==> src/rtl/gol_frame_scheduler_if.sv <==
// Handshake between the frame scheduler and the Game-of-Life update engine.
// The scheduler launches generations and arbitrates grid-memory access.
interface gol_frame_scheduler_if;
  logic gen_start;  // one-cycle launch pulse to the engine
  logic gen_busy;   // generation in flight (gen_start .. gen_done)
  logic gen_done;   // one-cycle pulse from the engine, generation written
  logic eng_req;    // engine wants the grid memory this cycle
  logic eng_gnt;    // engine owns the grid memory this cycle

  modport master (
    output gen_start, gen_busy, eng_gnt,
    input  gen_done, eng_req
  );

  modport slave (
    input  gen_start, gen_busy, eng_gnt,
    output gen_done, eng_req
  );
endinterface

==> src/rtl/gol_frame_scheduler.sv <==
// Frame-locked scheduler for the Game-of-Life update engine.
// Launches a generation on a vsync-derived frame tick (free-running at a
// programmable frames-per-generation rate, or single-step), and flips the
// display/engine double buffer only on a frame tick so the display never
// tears mid-frame.
//
// state      | meaning
// -----------+----------------------------------------------------------
// S_IDLE     | nothing in flight, waiting for a trigger on a frame tick
// S_START    | gen_start pulse to the engine (single cycle)
// S_BUSY     | engine computing into eng_buf; may be granted memory
// S_SWAP_WAIT| generation written, waiting for the next frame tick to swap
module gol_frame_scheduler #(
  parameter int SPEED_W = 4,
  parameter int GEN_W   = 16
) (
  input  logic                 pixel_clk,
  input  logic                 reset_n,
  input  logic                 vsync,
  input  logic                 inside_video,
  input  logic                 run,
  input  logic                 step,
  input  logic [SPEED_W-1:0]   speed,
  gol_frame_scheduler_if.master eng,
  output logic                 disp_buf,
  output logic                 eng_buf,
  output logic [GEN_W-1:0]     generation,
  output logic                 overrun
);

  typedef enum logic [1:0] {
    S_IDLE      = 2'd0,
    S_START     = 2'd1,
    S_BUSY      = 2'd2,
    S_SWAP_WAIT = 2'd3
  } state_t;

  state_t               state_q, state_d;
  logic                 vsync_q;
  logic                 step_pending_q, step_pending_d;
  logic [SPEED_W-1:0]   frame_cnt_q, frame_cnt_d;
  logic                 disp_buf_q, disp_buf_d;
  logic [GEN_W-1:0]     generation_q, generation_d;
  logic                 overrun_q, overrun_d;

  logic frame_tick;
  logic cnt_match;
  logic trigger;
  logic in_flight;
  logic take;
  logic swap;
  logic gen_start;
  logic gen_busy;

  // Falling edge of the active-low vsync; vsync_q resets low so reset
  // release with vsync already low never produces a tick.
  assign frame_tick = vsync_q & ~vsync;
  assign cnt_match  = (frame_cnt_q == speed);
  assign trigger    = frame_tick & (step_pending_q | (run & cnt_match));
  assign in_flight  = (state_q == S_START) || (state_q == S_BUSY);

  // Next-state and Moore outputs; take marks a trigger actually consumed.
  always_comb begin
    state_d   = state_q;
    take      = 1'b0;
    swap      = 1'b0;
    gen_start = 1'b0;
    gen_busy  = 1'b0;
    case (state_q)
      S_IDLE: begin
        if (trigger) begin
          state_d = S_START;
          take    = 1'b1;
        end
      end
      S_START: begin
        gen_start = 1'b1;
        gen_busy  = 1'b1;
        state_d   = S_BUSY;
      end
      S_BUSY: begin
        gen_busy = 1'b1;
        // A gen_done landing on a frame tick still waits for the next tick.
        if (eng.gen_done) state_d = S_SWAP_WAIT;
      end
      S_SWAP_WAIT: begin
        if (frame_tick) begin
          swap = 1'b1;
          if (trigger) begin
            state_d = S_START;
            take    = 1'b1;
          end else begin
            state_d = S_IDLE;
          end
        end
      end
      default: state_d = S_IDLE;
    endcase
  end

  // Datapath next-state: step latch, frame divider, buffer swap, counters.
  always_comb begin
    step_pending_d = step | (step_pending_q & ~take);
    frame_cnt_d    = frame_cnt_q;
    if (take)
      frame_cnt_d = '0;
    else if (frame_tick && run && !in_flight)
      frame_cnt_d = frame_cnt_q + 1'b1;
    disp_buf_d   = disp_buf_q ^ swap;
    generation_d = generation_q + GEN_W'(swap);
    overrun_d    = overrun_q | (frame_tick & run & cnt_match & in_flight);
  end

  // All state registers, asynchronously cleared by reset_n.
  always_ff @(posedge pixel_clk or negedge reset_n) begin
    if (!reset_n) begin
      state_q        <= S_IDLE;
      vsync_q        <= 1'b0;
      step_pending_q <= 1'b0;
      frame_cnt_q    <= '0;
      disp_buf_q     <= 1'b0;
      generation_q   <= '0;
      overrun_q      <= 1'b0;
    end else begin
      state_q        <= state_d;
      vsync_q        <= vsync;
      step_pending_q <= step_pending_d;
      frame_cnt_q    <= frame_cnt_d;
      disp_buf_q     <= disp_buf_d;
      generation_q   <= generation_d;
      overrun_q      <= overrun_d;
    end
  end

  // Display always owns the grid memory during active video.
  assign eng.eng_gnt   = eng.eng_req & ~inside_video & (state_q == S_BUSY);
  assign eng.gen_start = gen_start;
  assign eng.gen_busy  = gen_busy;

  assign disp_buf   = disp_buf_q;
  assign eng_buf    = ~disp_buf_q;
  assign generation = generation_q;
  assign overrun    = overrun_q;

endmodule

==> src/flat_wrapper.sv <==
// flat-port wrapper written by rule: the top's interface ports become plain ports
module gol_frame_scheduler_flat 
#(
  parameter int SPEED_W = 4,
  parameter int GEN_W   = 16
)
  (pixel_clk, reset_n, vsync, inside_video, run, step, speed, disp_buf, eng_buf, generation, overrun, eng_gen_start, eng_gen_busy, eng_eng_gnt, eng_gen_done, eng_eng_req);
  gol_frame_scheduler_if eng_i ();
  input  logic pixel_clk;
  input  logic reset_n;
  input  logic vsync;
  input  logic inside_video;
  input  logic run;
  input  logic step;
  input  logic [SPEED_W-1:0] speed;
  output logic disp_buf;
  output logic eng_buf;
  output logic [GEN_W-1:0] generation;
  output logic overrun;
  output wire logic [$bits(eng_i.gen_start)-1:0] eng_gen_start;
  output wire logic [$bits(eng_i.gen_busy)-1:0] eng_gen_busy;
  output wire logic [$bits(eng_i.eng_gnt)-1:0] eng_eng_gnt;
  input wire logic [$bits(eng_i.gen_done)-1:0] eng_gen_done;
  input wire logic [$bits(eng_i.eng_req)-1:0] eng_eng_req;
  assign eng_gen_start = eng_i.gen_start;
  assign eng_gen_busy = eng_i.gen_busy;
  assign eng_eng_gnt = eng_i.eng_gnt;
  assign eng_i.gen_done = eng_gen_done;
  assign eng_i.eng_req = eng_eng_req;
  gol_frame_scheduler #(.SPEED_W(SPEED_W), .GEN_W(GEN_W)) u_core (.pixel_clk(pixel_clk), .reset_n(reset_n), .vsync(vsync), .inside_video(inside_video), .run(run), .step(step), .speed(speed), .eng(eng_i), .disp_buf(disp_buf), .eng_buf(eng_buf), .generation(generation), .overrun(overrun));
endmodule
==> config.mk <==
export PLATFORM = sky130hd
export DESIGN_NAME = gol_frame_scheduler_flat
export DESIGN_NICKNAME = d
export VERILOG_FILES = /design/src/rtl/gol_frame_scheduler_if.sv /design/src/rtl/gol_frame_scheduler.sv /design/src/flat_wrapper.sv
export SDC_FILE = /design/constraint.sdc
export NUM_CORES = 1
export LEC_CHECK = 0
export ABC_AREA = 1
export ABC_CLOCK_PERIOD_IN_PS = 4500
export CORE_AREA = 2 2 62 64
export DETAILED_ROUTE_END_ITERATION = 8
export DIE_AREA = 0 0 64 66
export HOLD_SLACK_MARGIN = 0.1
export PLACE_DENSITY = 0.68
export SYNTH_ARGS = -nofsm -noshare
export SYNTH_HDL_FRONTEND = slang
export SYNTH_SLANG_ARGS = --single-unit
==> constraint.sdc <==
create_clock -name pixel_clk -period 4.5 [get_ports pixel_clk]
set_input_delay 0.9 -clock pixel_clk [delete_from_list [all_inputs] [get_ports pixel_clk]]
set_output_delay 0.9 -clock pixel_clk [all_outputs]
set_load 0.005 [all_outputs]
* Yosys cells after proc, flatten, opt, wreduce, memory -nomap -nowiden
Cells that the tools add are included.
** Storage, ports and cells
- Flip-flop bits (word level) :: 26
- Input bits :: 12
- Word-level logic and storage cells :: 55
** Cells by class
- Equal/unequal tests :: 7
- Add/subtract/negate cells :: 2
- Multiplexer cells :: 14
- Bitwise operators :: 17
- Reductions and logical operators :: 8
** Operators by type and width (number)
- 16-bit by 1-bit adder with 16-bit output :: 1
- 1-bit bitwise AND :: 9
- 4-bit two-way mux :: 2
- 2-bit case mux with 4 select lines :: 1
- 1-bit two-way mux :: 7
- 2-bit two-way mux :: 3
- 4-bit by 1-bit adder with 4-bit output (second input constant) :: 1
- 2-bit equality test (second input constant) :: 2
- 4-bit equality test :: 1
- 2-bit by 1-bit != test with 1-bit output (second input constant) :: 2
- 1-bit inverter :: 4
- 1-bit bitwise OR :: 3
- 3-bit AND reduction :: 1
- 2-bit by 1-bit equality test with 1-bit output (second input constant) :: 1
- 1-bit logical AND :: 2
- 2-bit zero test :: 1
- 2-bit != test (second input constant) :: 1
- 1-bit case mux with 2 select lines :: 1
- 2-bit nonzero test :: 1
- 2-bit OR reduction :: 1
- 1-bit zero test :: 1
- 1-bit logical OR :: 1
- 1-bit bitwise XOR :: 1

* Logic depth before layout (Yosys ltp)
- Depth in word-level cells :: 10
- Gate-level depth with buffers :: 11

* Worst setup path after synthesis
No wires, ideal clock.
- Kind :: in2reg
- Start :: in vsync
- End :: reg u_core.generation_q[12] (netlist: u_core.generation[12])
- Slack :: 2.148 ns
- Setup time :: 0.125 ns
- Arrival time :: 2.227 ns
- Stages :: 11
- Buffers on the path :: 0
- Cell sequence :: inv_1 > nand2_1 > nor2_1 > ha_1 > ha_1 > nand2_4 > nor2_4 > nand3_2 > nor2_4 > nand2_2 > xnor2_2
** Between the ends
- Longest elaborated chain between the ends :: 5
** RTL lines
- from (decl) :: RTL line flat_wrapper.sv:11 : input logic vsync;
- 1-bit inverter :: RTL line gol_frame_scheduler.sv:57 : assign frame_tick = vsync_q & ~vsync;
- 1-bit bitwise AND :: RTL line gol_frame_scheduler.sv:57
- 1-bit two-way mux :: RTL line gol_frame_scheduler.sv:87 : if (frame_tick) begin
- 1-bit two-way mux :: RTL line gol_frame_scheduler.sv:69 : case (state_q)
- 16-bit by 1-bit adder with 16-bit output :: RTL line gol_frame_scheduler.sv:110 : generation_d = generation_q + GEN_W'(swap);
- via u_core.generation_d[12] :: RTL line gol_frame_scheduler.sv:43 : logic [GEN_W-1:0] generation_q, generation_d;
- to (signal assigned) :: RTL line gol_frame_scheduler.sv:130 : generation_q <= generation_d;
- to (decl) :: RTL line gol_frame_scheduler.sv:43
The timed path passes the listed nets, and every way through them passes these cells.
A chain may end at the register's enable or synchronous reset.

* Worst setup path in the final report
- Start :: in eng_eng_req
- End :: out eng_eng_gnt
** Between the ends
- Longest elaborated chain between the ends :: 2
** RTL lines
- from (decl) :: RTL line flat_wrapper.sv:24 : input wire logic [$bits(eng_i.eng_req)-1:0] eng_eng_req;
- 1-bit bitwise AND (2 in a row) :: RTL line gol_frame_scheduler.sv:136 : assign eng.eng_gnt = eng.eng_req & ~inside_video & (state_q == S_BUSY);
- to (decl) :: RTL line flat_wrapper.sv:22 : output wire logic [$bits(eng_i.eng_gnt)-1:0] eng_eng_gnt;
Every way passes these cells.

==> impl_metrics.env <==
export IMPL_status="completed"
export IMPL_synth_nets=159
export IMPL_grt_pass1_vias=1022
export IMPL_post_route_util_pct=51.2
export IMPL_finalMaxSlewViolations=0
export IMPL_dp_hpwl_mm=1.98
export IMPL_grt_usage_pct=12.7
export IMPL_cp_end_kind="output pin"
export IMPL_dp_slack_ps=1550
export IMPL_diodes=0
export IMPL_hold_violations=0
export IMPL_io_pin_count=34
export IMPL_layout_nets=198
export IMPL_routedWlPerCell_um=10.9
export IMPL_relSlewSlack_pct=78.5
export IMPL_synth_top_area_cell="dfrtp_1"
export IMPL_hold_start="u_core.generation[15]"
export IMPL_crit_type="in2out"
export IMPL_setup_ws_ps=1610
export IMPL_grt_pass1_wl_mm=4.20
export IMPL_cts_htree_levels=1
export IMPL_drt_iter0_markers=29
export IMPL_post_route_cell_area_sq_um=1820
export IMPL_yosysTopAreaCellShare_pct=47.6
export IMPL_ir_worst_vdd_mv=0.211
export IMPL_reg2reg_depth=11
export IMPL_fp_dieArea_sq_um=4220
export IMPL_row_count=22
export IMPL_crit_chain="clkdlybuf4s50_1 > nand2_1 > nor2_1 > clkdlybuf4s50_1"
export IMPL_grt_overflow_total=0
export IMPL_numCtsBuffers=3
export IMPL_synth_area_sq_um=1370
export IMPL_ys_seq_area_share_pct=47.6
export IMPL_cp_buffers_inverters=2
export IMPL_rsz0062_at_grt="no"
export IMPL_coreArea_sq_um=3550
export IMPL_viasPerCell=4.62
export IMPL_yosys_warnings=0
export IMPL_drive_above_1_share_pct=12.4
export IMPL_synthCells=139
export IMPL_worstMarginPinSlew_ps=323
export IMPL_p_leak_nw=0.896
export IMPL_area_growth_syn_to_layout_pct=33.0
export IMPL_grt_antenna_before_repair=0
export IMPL_ctsResizeCount=0
export IMPL_timing_rr_start="u_core.state_q[0]"
export IMPL_p_per_area_nw_per_um2=428
export IMPL_crit_required_ps=3600
export IMPL_clock_sinks=26
export IMPL_worstReg2RegEnd="u_core.generation[12]"
export IMPL_power_total_mw=0.777
export IMPL_grt_max_degree=27
export IMPL_die_x_um=64
export IMPL_cts_tree="yes"
export IMPL_max_freq_mhz=347
export IMPL_hp_class="reg2reg"
export IMPL_finalSetupTns_ps=0
export IMPL_cp_common_cell="clkdlybuf4s50_1"
export IMPL_critPathLaunchType="input pin"
export IMPL_crit_cells=4
export IMPL_finClkSkew_ps=11.1
export IMPL_gp_congestion=0.817
export IMPL_ys_ff_latch=26
export IMPL_vias=1040
export IMPL_root_buffer="clkbuf_4"
export IMPL_critPathTopFamily="buffers and inverters"
export IMPL_cts_hold_buffers_added=0
export IMPL_worstPathMaxFanout=1
export IMPL_postRouteAntennaNets=0
export IMPL_clkLatencyLatePin_ps=320
export IMPL_post_cts_buffers=0
export IMPL_yosysUniqueCellTypes=25
export IMPL_portBuffers=33
export IMPL_start_util_pct=38.5
export IMPL_critPathArrivalTime_ps=1990
export IMPL_timing_final_crit_period_ps=2890
export IMPL_drc_errors=0
export IMPL_finalCritPeriodShare_pct=64.1
export IMPL_wl_mm=2.44
export IMPL_fp_dieH_um=66
export IMPL_clk_path_buf_depth=2
export IMPL_place_area_sq_um=1760
export IMPL_setup_viol=0
export IMPL_maxCapViolations=0
export IMPL_hold_end="u_core.generation[15]"
export IMPL_synthTopCellsByArea="dfrtp_1 (48%), ha_1 (7.3%), nand2_1 (6.9%)"
export IMPL_worstHoldPathCells=1
export IMPL_detail_route_first_pass_iterations=4
export IMPL_postSynthAreaPerCell_sq_um=9.83
export IMPL_cp_slowest_cell="clkdlybuf4s50_1"
export IMPL_cts_reportedPaths_clkPinSlew_ps=150
export IMPL_critPathMaxStageDelay_ps=500
export IMPL_rrSetupSlack_ps=2350
logic make-up (layout without fill, tap and decap cells):
logic type	after synthesis	after routing	share of synthesized area (%)
and+or+nand+nor	59	59	23.7
xor gates and xnor gates	18	18	12.1
DFF	26	26	47.6
adders and majority gates	8	8	7.33
buffers and inverters	19	57	5.22
AOI/OAI and AO/OA	9	9	4.03
cells in the mapped netlist (all sizes together):
| master | count |
|---|---|
| nand3 | 13 |
| nand4 | 3 |
| ha | 8 |
| nor3 | 1 |
| xnor2 | 9 |
| o21ai | 4 |
| a22oi | 1 |
| inv | 19 |
| xor2 | 9 |
| o21bai | 1 |
| a21oi | 1 |
| a21o | 1 |
| nand2 | 29 |
| nor2 | 13 |
| o211ai | 1 |
| dfrtp | 26 |
worst max path at each step:
stage	startpoint	to	slack (ps)
6_report	eng_eng_req	eng_eng_gnt	1610
5_1_grt	eng_eng_req	eng_eng_gnt	1570
4_1_cts	eng_eng_req	eng_eng_gnt	1610
3_5_place_dp	vsync	u_core.generation[12]	1550
3_3_place_gp	eng_eng_req	eng_eng_gnt	1620
2_1_floorplan	vsync	u_core.generation[12]	2150
flip-flops by register name, summed over array words and instances (netlist names):
register,count
u_core.generation,16
u_core.frame_cnt_q,4
u_core.disp_buf,1
u_core.state_q,2
u_core.overrun,1
u_core.step_pending_q,1
u_core.vsync_q,1
layout by cell type (no fill, tap or decap):
master / count
nand4_4: 1
ha_1: 8
nand3_2: 3
o21ai_0: 2
clkbuf_4: 3
a22oi_1: 1
nand4_1: 2
o21bai_1: 1
xnor2_2: 1
nand2_4: 1
inv_1: 17
bufinv_16: 1
nand3_1: 10
o21ai_1: 2
xnor2_1: 8
inv_2: 2
a21o_1: 1
nor2_4: 3
nand2_1: 25
dfrtp_1: 26
clkdlybuf4s50_1: 33
nor2_2: 2
buf_4: 1
nor2_1: 8
nand2_2: 3
a21oi_1: 1
o211ai_1: 1
xor2_1: 9
nor3_2: 1
report_power, final:
part	internal [mW]	total, mW	switching [mW]
registers	0.282	0.332	0.0505
logic	0.151	0.287	0.136
clock network	0.0900	0.158	0.0679
total	0.523	0.777	0.254
cell type report:
| cell class | count | area [sq um] |
|---|---|---|
| multi-input cells | 94 | 644 |
| clock buffers | 3 | 22.5 |
| clock inverters | 1 | 30.0 |
| well taps | 48 | 60.1 |
| flip-flops and latches | 26 | 651 |
| fillers | 324 | 1730 |
| repair buffers | 34 | 338 |
| inverters | 19 | 71.3 |
through the flow:
step | cells | hold WS (ps)
3_3_place_gp | 221 | 463
4_1_cts | 225 | 483
5_1_grt | 225 | 506
3_5_place_dp | 221 | 461
2_1_floorplan | 139 | 454
6_report | 225 | 481
metal layers:
| layer | track usage [%] | up-vias | wire, um |
|---|---|---|---|
| met2 | 22.0 | 30 | 1220 |
| li1 | - | 515 | - |
| met1 | 15.2 | 489 | 1070 |
| met4 | 5.71 | 0 | 40 |
| met5 | 0 | - | 0 |
| met3 | 2.56 | 6 | 117 |
Power figures use the tool's default switching activity.
